## config.mk

```make
export PLATFORM = sky130hd
export DESIGN_NAME = stream_upsize_pipe
export DESIGN_NICKNAME = d
export VERILOG_FILES = /design/src/rtl/stream_upsize_pipe.sv
export SDC_FILE = /design/constraint.sdc
export NUM_CORES = 1
export LEC_CHECK = 0
export CAP_MARGIN = 0
export CELL_PAD_IN_SITES_DETAIL_PLACEMENT = 2
export CELL_PAD_IN_SITES_GLOBAL_PLACEMENT = 2
export CORE_AREA = 2 2 49 56
export CTS_CLUSTER_SIZE = 12
export DETAILED_ROUTE_END_ITERATION = 12
export DIE_AREA = 0 0 51 58
export GPL_TIMING_DRIVEN = 0
export HOLD_SLACK_MARGIN = 0.1
export PLACE_DENSITY = 0.85
export SETUP_SLACK_MARGIN = 0.3
export SYNTH_ARGS = -nofsm -noshare
export SYNTH_HDL_FRONTEND = slang
export SYNTH_SLANG_ARGS = --single-unit
export TNS_END_PERCENT = 20
```

## constraint.sdc

```tcl
create_clock -name clk -period 2.15 [get_ports clk]
set_clock_uncertainty 0.2 [all_clocks]
set_input_delay 0.645 -clock clk [delete_from_list [all_inputs] [get_ports clk]]
set_output_delay 0.645 -clock clk [all_outputs]
set_load 0.05 [all_outputs]
```

## src/rtl/stream_upsize_pipe.sv

```systemverilog
// Registered stream width upsizer: packs T_DATA_RATIO narrow beats
// into one wide word with full ready/valid flow control on both sides.
module stream_upsize_pipe #(
   parameter int T_DATA_WIDTH = 4,
   parameter int T_DATA_RATIO = 2
) (
   input  logic                    clk,
   input  logic                    rst_n,
   input  logic [T_DATA_WIDTH-1:0] s_data_i,
   input  logic                    s_last_i,
   input  logic                    s_valid_i,
   output logic                    s_ready_o,
   output logic [T_DATA_WIDTH-1:0] m_data_o [T_DATA_RATIO],
   output logic [T_DATA_RATIO-1:0] m_keep_o,
   output logic                    m_last_o,
   output logic                    m_valid_o,
   input  logic                    m_ready_i
);

   localparam int IW = (T_DATA_RATIO > 1) ? $clog2(T_DATA_RATIO) : 1;
   localparam logic [IW-1:0] IDX_TOP = IW'(T_DATA_RATIO - 1);

   logic [T_DATA_WIDTH-1:0] acc [T_DATA_RATIO];
   logic [T_DATA_WIDTH-1:0] nxt_data [T_DATA_RATIO];
   logic [T_DATA_RATIO-1:0] nxt_keep;
   logic [IW-1:0]           idx;
   logic                    wr;
   logic                    rd;
   logic                    close;

   assign s_ready_o = rst_n & (~m_valid_o | m_ready_i);
   assign wr        = s_valid_i & s_ready_o;
   assign rd        = m_valid_o & m_ready_i;
   assign close     = wr & (s_last_i | (idx == IDX_TOP));

   // Lanes above idx are masked here, so acc never needs clearing.
   always_comb begin
      for (int j = 0; j < T_DATA_RATIO; j++) begin
         nxt_data[j] = '0;
         nxt_keep[j] = 1'b0;
         if (IW'(j) < idx) begin
            nxt_data[j] = acc[j];
            nxt_keep[j] = 1'b1;
         end else if (IW'(j) == idx) begin
            nxt_data[j] = s_data_i;
            nxt_keep[j] = 1'b1;
         end
      end
   end

   always_ff @(posedge clk) begin
      for (int j = 0; j < T_DATA_RATIO; j++) begin
         if (wr && !close && (IW'(j) == idx)) begin
            acc[j] <= s_data_i;
         end
      end
   end

   always_ff @(posedge clk) begin
      if (!rst_n) begin
         idx       <= '0;
         m_keep_o  <= '0;
         m_last_o  <= 1'b0;
         m_valid_o <= 1'b0;
         for (int j = 0; j < T_DATA_RATIO; j++) begin
            m_data_o[j] <= '0;
         end
      end else begin
         if (wr) begin
            idx <= close ? '0 : idx + IW'(1);
         end
         // A closing beat wins over a drain so the pipe never bubbles.
         if (close) begin
            m_keep_o  <= nxt_keep;
            m_last_o  <= s_last_i;
            m_valid_o <= 1'b1;
            for (int j = 0; j < T_DATA_RATIO; j++) begin
               m_data_o[j] <= nxt_data[j];
            end
         end else if (rd) begin
            m_keep_o  <= '0;
            m_last_o  <= 1'b0;
            m_valid_o <= 1'b0;
            for (int j = 0; j < T_DATA_RATIO; j++) begin
               m_data_o[j] <= '0;
            end
         end
      end
   end

endmodule

```

# == After elaboration in Yosys (flattened, before gate mapping) ==
# Memory sizes are Yosys's and may differ from the RTL's.
# Index checks and enable logic that the tools add are counted.
# W data, S select, Z words.
# op_classes
addsub,1
mul,0
div_mod_pow,0
magnitude_cmp,2
eq_ne,0
shifts,0
n_mux,23
n_bitwise,8
reduce_logical,6
# op_table
op,n
$mux W4,5
$mux W8,2
$mux W1,14
$and A1 B1 Y1,4
$mux W2,2
$reduce_or A4 Y1,1
$logic_and A1 B1 Y1,3
$lt A1 B1 Y1 const A,2
$not A1 Y1,2
$or A1 B1 Y1,2
$reduce_bool A2 Y1,1
$add A1 B1 Y1 const B,1
$logic_not A1 Y1,1
# totals
regBits,13
latch_bits,0
ram_bits,8
rom_bits,0
inputBits,9
output_inout_bits,13
memories,1
# memory_table
memory,words,width,read_ports,rd_clocked_by_memory_dff,wr,line,source
acc,2,4,2,0,1,23,logic [T_DATA_WIDTH-1:0] acc [T_DATA_RATIO];

# == Depth between registers and ports, before layout ==
# logic_depth
ltp_word,12
depth_mapped,5

# == Worst setup path after synthesis ==
# OpenSTA, ideal clock, no wires.
# synth_timing
path_type,input-to-output
startpoint,in m_ready_i
endpoint,out s_ready_o
t_arrival_ns,1.252
t_required_ns,1.305
slack_ns,0.053
stages,2
n_path_buf,0
cell_sequence,nand2b_1 and2_1
# synth_via
elab_chain_cells,2
# synth_rtl
element,line,source
start: declaration,17,input logic m_ready_i
$or A1 B1 Y1,31,assign s_ready_o = rst_n & (~m_valid_o | m_ready_i);
$and A1 B1 Y1,31,
end: declaration,12,"output logic s_ready_o,"
# No other way between the ends.

# == Worst setup path after layout ==
# Ends and elaborated chain as after synthesis.

==> metrics.txt <==
# TYPE chip_impl_metric gauge
chip_impl_metric{name="dp_hpwl",unit="um"} 1150
chip_impl_metric{name="placedCellCount",unit=""} 100
chip_impl_metric{name="fp.dieArea",unit="sq um"} 2958
chip_impl_metric{name="grtUsageTotal",unit="%"} 13.05
chip_impl_metric{name="timing.final.setup_violations",unit=""} 0
chip_impl_metric{name="power_switching",unit="uW"} 186.1
chip_impl_metric{name="stdcell_count",unit=""} 106
chip_impl_metric{name="max_slew.worst_pin.slew",unit="ns"} 0.4857
chip_impl_metric{name="synth_fp_nets",unit=""} 57
chip_impl_metric{name="floorplan.initialDensity",unit="%"} 26.16
chip_impl_metric{name="final_core_utilization",unit="%"} 39.24
chip_impl_metric{name="num_io_pins",unit=""} 22
chip_impl_metric{name="grt_max_degree",unit=""} 11
chip_impl_metric{name="final_min_period_over_clock_period",unit="%"} 92.87
chip_impl_metric{name="dr.first_iter.drc_count",unit=""} 4
chip_impl_metric{name="via_count",unit=""} 503
chip_impl_metric{name="core_area",unit="sq um"} 2401
chip_impl_metric{name="die_width",unit="um"} 51
chip_impl_metric{name="ys_seq_area_share",unit="%"} 57.37
chip_impl_metric{name="post-layout-total-power",unit="uW"} 666.3
chip_impl_metric{name="sw_frac_of_total",unit="%"} 27.93
chip_impl_info{name="path_class",value="input port to output port"} 1
chip_impl_info{name="cts_tree",value="built"} 1
chip_impl_metric{name="power.ir.vdd_worst",unit="mV"} 0.3400
chip_impl_info{name="worst_setup_ep_type",value="output port"} 1
chip_impl_metric{name="critPathMaxFanout",unit=""} 2
chip_impl_metric{name="layout-drive-gt1-share",unit="%"} 38.67
chip_impl_metric{name="power.density_cell_area",unit="nW/um^2"} 707.2
chip_impl_metric{name="globalplace.congestion",unit=""} 0.6766
chip_impl_metric{name="synth_cells",unit=""} 48
chip_impl_metric{name="grt_pass1_wl",unit="um"} 2718
chip_impl_metric{name="worst-endpoint-required",unit="ns"} 1.30
chip_impl_metric{name="area_overhead_vs_synth",unit="%"} 50.00
chip_impl_metric{name="layout_min_cycle_time",unit="ns"} 1.997
chip_impl_metric{name="number_of_distinct_library_cell_variants_in_the_gate_level_netlist_after_synthesis",unit=""} 23
chip_impl_metric{name="ctsLongestPathBuffers",unit=""} 2
chip_impl_metric{name="timing_hold_violations_final",unit=""} 0
chip_impl_metric{name="worst-r2r-setup-slack",unit="ns"} 0.54
chip_impl_metric{name="cts_bufs_inserted",unit=""} 3
chip_impl_metric{name="first_global_vias",unit=""} 558
chip_impl_info{name="top_library_cells_by_usage_in_the_layout_fill_and_taps_aside",value="sky130_fd_sc_hd__dfxtp_1 (11), sky130_fd_sc_hd__clkdlybuf4s50_1 (5)"} 1
chip_impl_info{name="outcome",value="finished, final reports clean"} 1
chip_impl_metric{name="drv.max_cap_violation_count",unit=""} 0
chip_impl_metric{name="cts.reportedPaths.clkPinSlew",unit="ns"} 0.09
chip_impl_metric{name="detail_route.wl_per_cell",unit="um"} 15.36
chip_impl_metric{name="comb_power_share",unit="%"} 20.3
chip_impl_metric{name="drc",unit=""} 0
chip_impl_metric{name="wirelength_routed",unit="um"} 1628
chip_impl_metric{name="cts_hold_repair.buffers",unit=""} 0
chip_impl_metric{name="portBuffers",unit=""} 21
chip_impl_metric{name="finalMaxSlewViolations",unit=""} 0
chip_impl_metric{name="final_nets",unit=""} 85
chip_impl_metric{name="yosysWarnings",unit=""} 0
chip_impl_metric{name="die-height",unit="um"} 58
chip_impl_info{name="cp-start-kind",value="input port"} 1
chip_impl_metric{name="worst_slew_margin_rel",unit="%"} 67.75
chip_impl_metric{name="insertedDiodeCount",unit=""} 0
chip_impl_metric{name="placed_area",unit="sq um"} 888.4
chip_impl_metric{name="arrival",unit="ns"} 1.15
chip_impl_metric{name="floorplan.rows",unit=""} 19
chip_impl_metric{name="drt_pass1_iterations",unit=""} 4
chip_impl_metric{name="finish.instance_area",unit="sq um"} 942.2
chip_impl_metric{name="register_share_of_total_power",unit="%"} 49.5
chip_impl_metric{name="leak_pwr",unit="nW"} 0.3887
chip_impl_metric{name="route.antenna.remaining_nets",unit=""} 0
chip_impl_metric{name="synth-seq-cells",unit=""} 16
chip_impl_metric{name="mean_post_synth_cell_area",unit="sq um"} 13.09
chip_impl_metric{name="clkSinkCount",unit=""} 16
chip_impl_metric{name="clkLatencyLatePin",unit="ns"} 0.29
chip_impl_info{name="final_common_cell",value="sky130_fd_sc_hd__dfxtp_1"} 1
chip_impl_metric{name="fillerInstances",unit=""} 268
chip_impl_metric{name="number_of_antenna_violations_at_the_first_check_in_global_routing",unit=""} 0
chip_impl_metric{name="seq_area",unit="sq um"} 361.6
chip_impl_metric{name="grt_overflow",unit=""} 0
chip_impl_info{name="clock-root-buffer",value="sky130_fd_sc_hd__clkbuf_4"} 1
chip_impl_info{name="hp-class",value="flip-flop to flip-flop"} 1
chip_impl_metric{name="cts-htree-levels",unit=""} 1
chip_impl_metric{name="avgViaCountPerCell",unit=""} 4.745
chip_impl_metric{name="multi_input_area",unit="sq um"} 260.3
chip_impl_metric{name="power.clock.fraction",unit="%"} 30.3
chip_impl_info{name="grt_setup_unrepaired",value="yes"} 1
chip_impl_metric{name="syn_area",unit="sq um"} 628.1
chip_impl_metric{name="power_report.internal_total",unit="uW"} 480.2
chip_impl_metric{name="timing.fmax",unit="MHz"} 500.8
[cell type report]
cell class	count	area share [%]
multi-input cells	28	27.62
clock buffers	4	3.851
well taps	31	4.117
plain buffers	3	3.187
flip-flops and latches	16	38.38
repair buffers	23	22.44
inverters	1	0.3984
[synth_stat cells]
library cell	instances	area share, %
sky130_fd_sc_hd__nand2b_1	1	1.0
sky130_fd_sc_hd__a22o_1	4	5.6
sky130_fd_sc_hd__a21o_1	1	1.2
sky130_fd_sc_hd__nor3_1	1	0.80
sky130_fd_sc_hd__a21boi_0	2	2.4
sky130_fd_sc_hd__mux2i_1	4	6.4
sky130_fd_sc_hd__o21ai_2	1	1.4
sky130_fd_sc_hd__buf_4	1	1.2
sky130_fd_sc_hd__nor2_1	1	0.60
sky130_fd_sc_hd__buf_6	2	3.6
sky130_fd_sc_hd__o2bb2ai_1	4	5.6
sky130_fd_sc_hd__nand3_1	1	0.80
sky130_fd_sc_hd__o21a_1	1	1.2
sky130_fd_sc_hd__and4_2	1	1.6
sky130_fd_sc_hd__edfxtp_1	4	19
sky130_fd_sc_hd__a2bb2o_4	1	3.2
sky130_fd_sc_hd__and2_1	1	1.0
sky130_fd_sc_hd__inv_1	1	0.60
sky130_fd_sc_hd__and3_1	1	1.0
sky130_fd_sc_hd__o211a_1	1	1.6
sky130_fd_sc_hd__dfxtp_1	12	38
sky130_fd_sc_hd__nand2_1	1	0.60
sky130_fd_sc_hd__nand4b_1	1	1.4
[flip-flops by register name, indices dropped and copies added (netlist names)]
register and cells:
idx 1, acc 4, m_data_o 8, m_last_o 1
m_keep_o 2
[repair_timing]
item | in CTS | in global routing
pin swaps | 0 | 1
setup buffers | 2 | 0
endpoints found under the hold margin | 0 | 0
gates resized for setup | 56 | 5
setup endpoints to repair | 22 | 24
[routing by layer]
metal | up-vias | track usage, % | wire (um)
li1 | 239 | - | -
met1 | 240 | 14.33 | 654
met2 | 19 | 21.34 | 819
met3 | 5 | 3.866 | 108
met4 | 0 | 9.266 | 45
met5 | - | 0 | 0
[cell families after synthesis]
group                  synth area share [%]
AO/OA/AOI/OAI                         22.11
multiplexers                          6.375
flip-flops                            57.37
buffers and inverters                 5.378
AND/OR/NAND/NOR                       8.764
[per-stage QoR]
step,setup WS (ns),TNS [ns],hold slack (ns)
3_3_place_gp,-0.8950,-2.435,0.2465
3_5_place_dp,-0.9548,-2.711,0.2415
4_1_cts,0.1452,0,0.2750
5_1_grt,0.1104,0,0.3014
2_1_floorplan,0.3109,0,0.2872
6_report,0.1532,0,0.2724
[final timing paths]
| kind | end | from | depth (start not counted) |
|---|---|---|---|
| min reg2reg | m_keep_o[1] | m_keep_o[1] | 1 |
| min | m_keep_o[1] | m_keep_o[1] | 1 |
| max reg2reg | acc[0][1] | m_keep_o[0] | 5 |
| max | s_ready_o | m_ready_i | 4 |
[power groups by stage]
stage | Combinational (mW) | Clock [mW] | Sequential, mW
global placement | 0.133 | 0 | 0.336
finish | 0.135 | 0.202 | 0.329
floorplan | 0.0503 | 0 | 0.368
global route | 0.144 | 0.222 | 0.331
CTS | 0.135 | 0.208 | 0.330
detailed placement | 0.136 | 0 | 0.337
[worst max-delay path, stage by stage]
cell and delay [ns]:
sky130_fd_sc_hd__buf_6 0.09, sky130_fd_sc_hd__nand2b_4 0.13, sky130_fd_sc_hd__and2_4 0.14, sky130_fd_sc_hd__buf_8 0.14
Note: power is estimated with default switching activity, not from simulation.
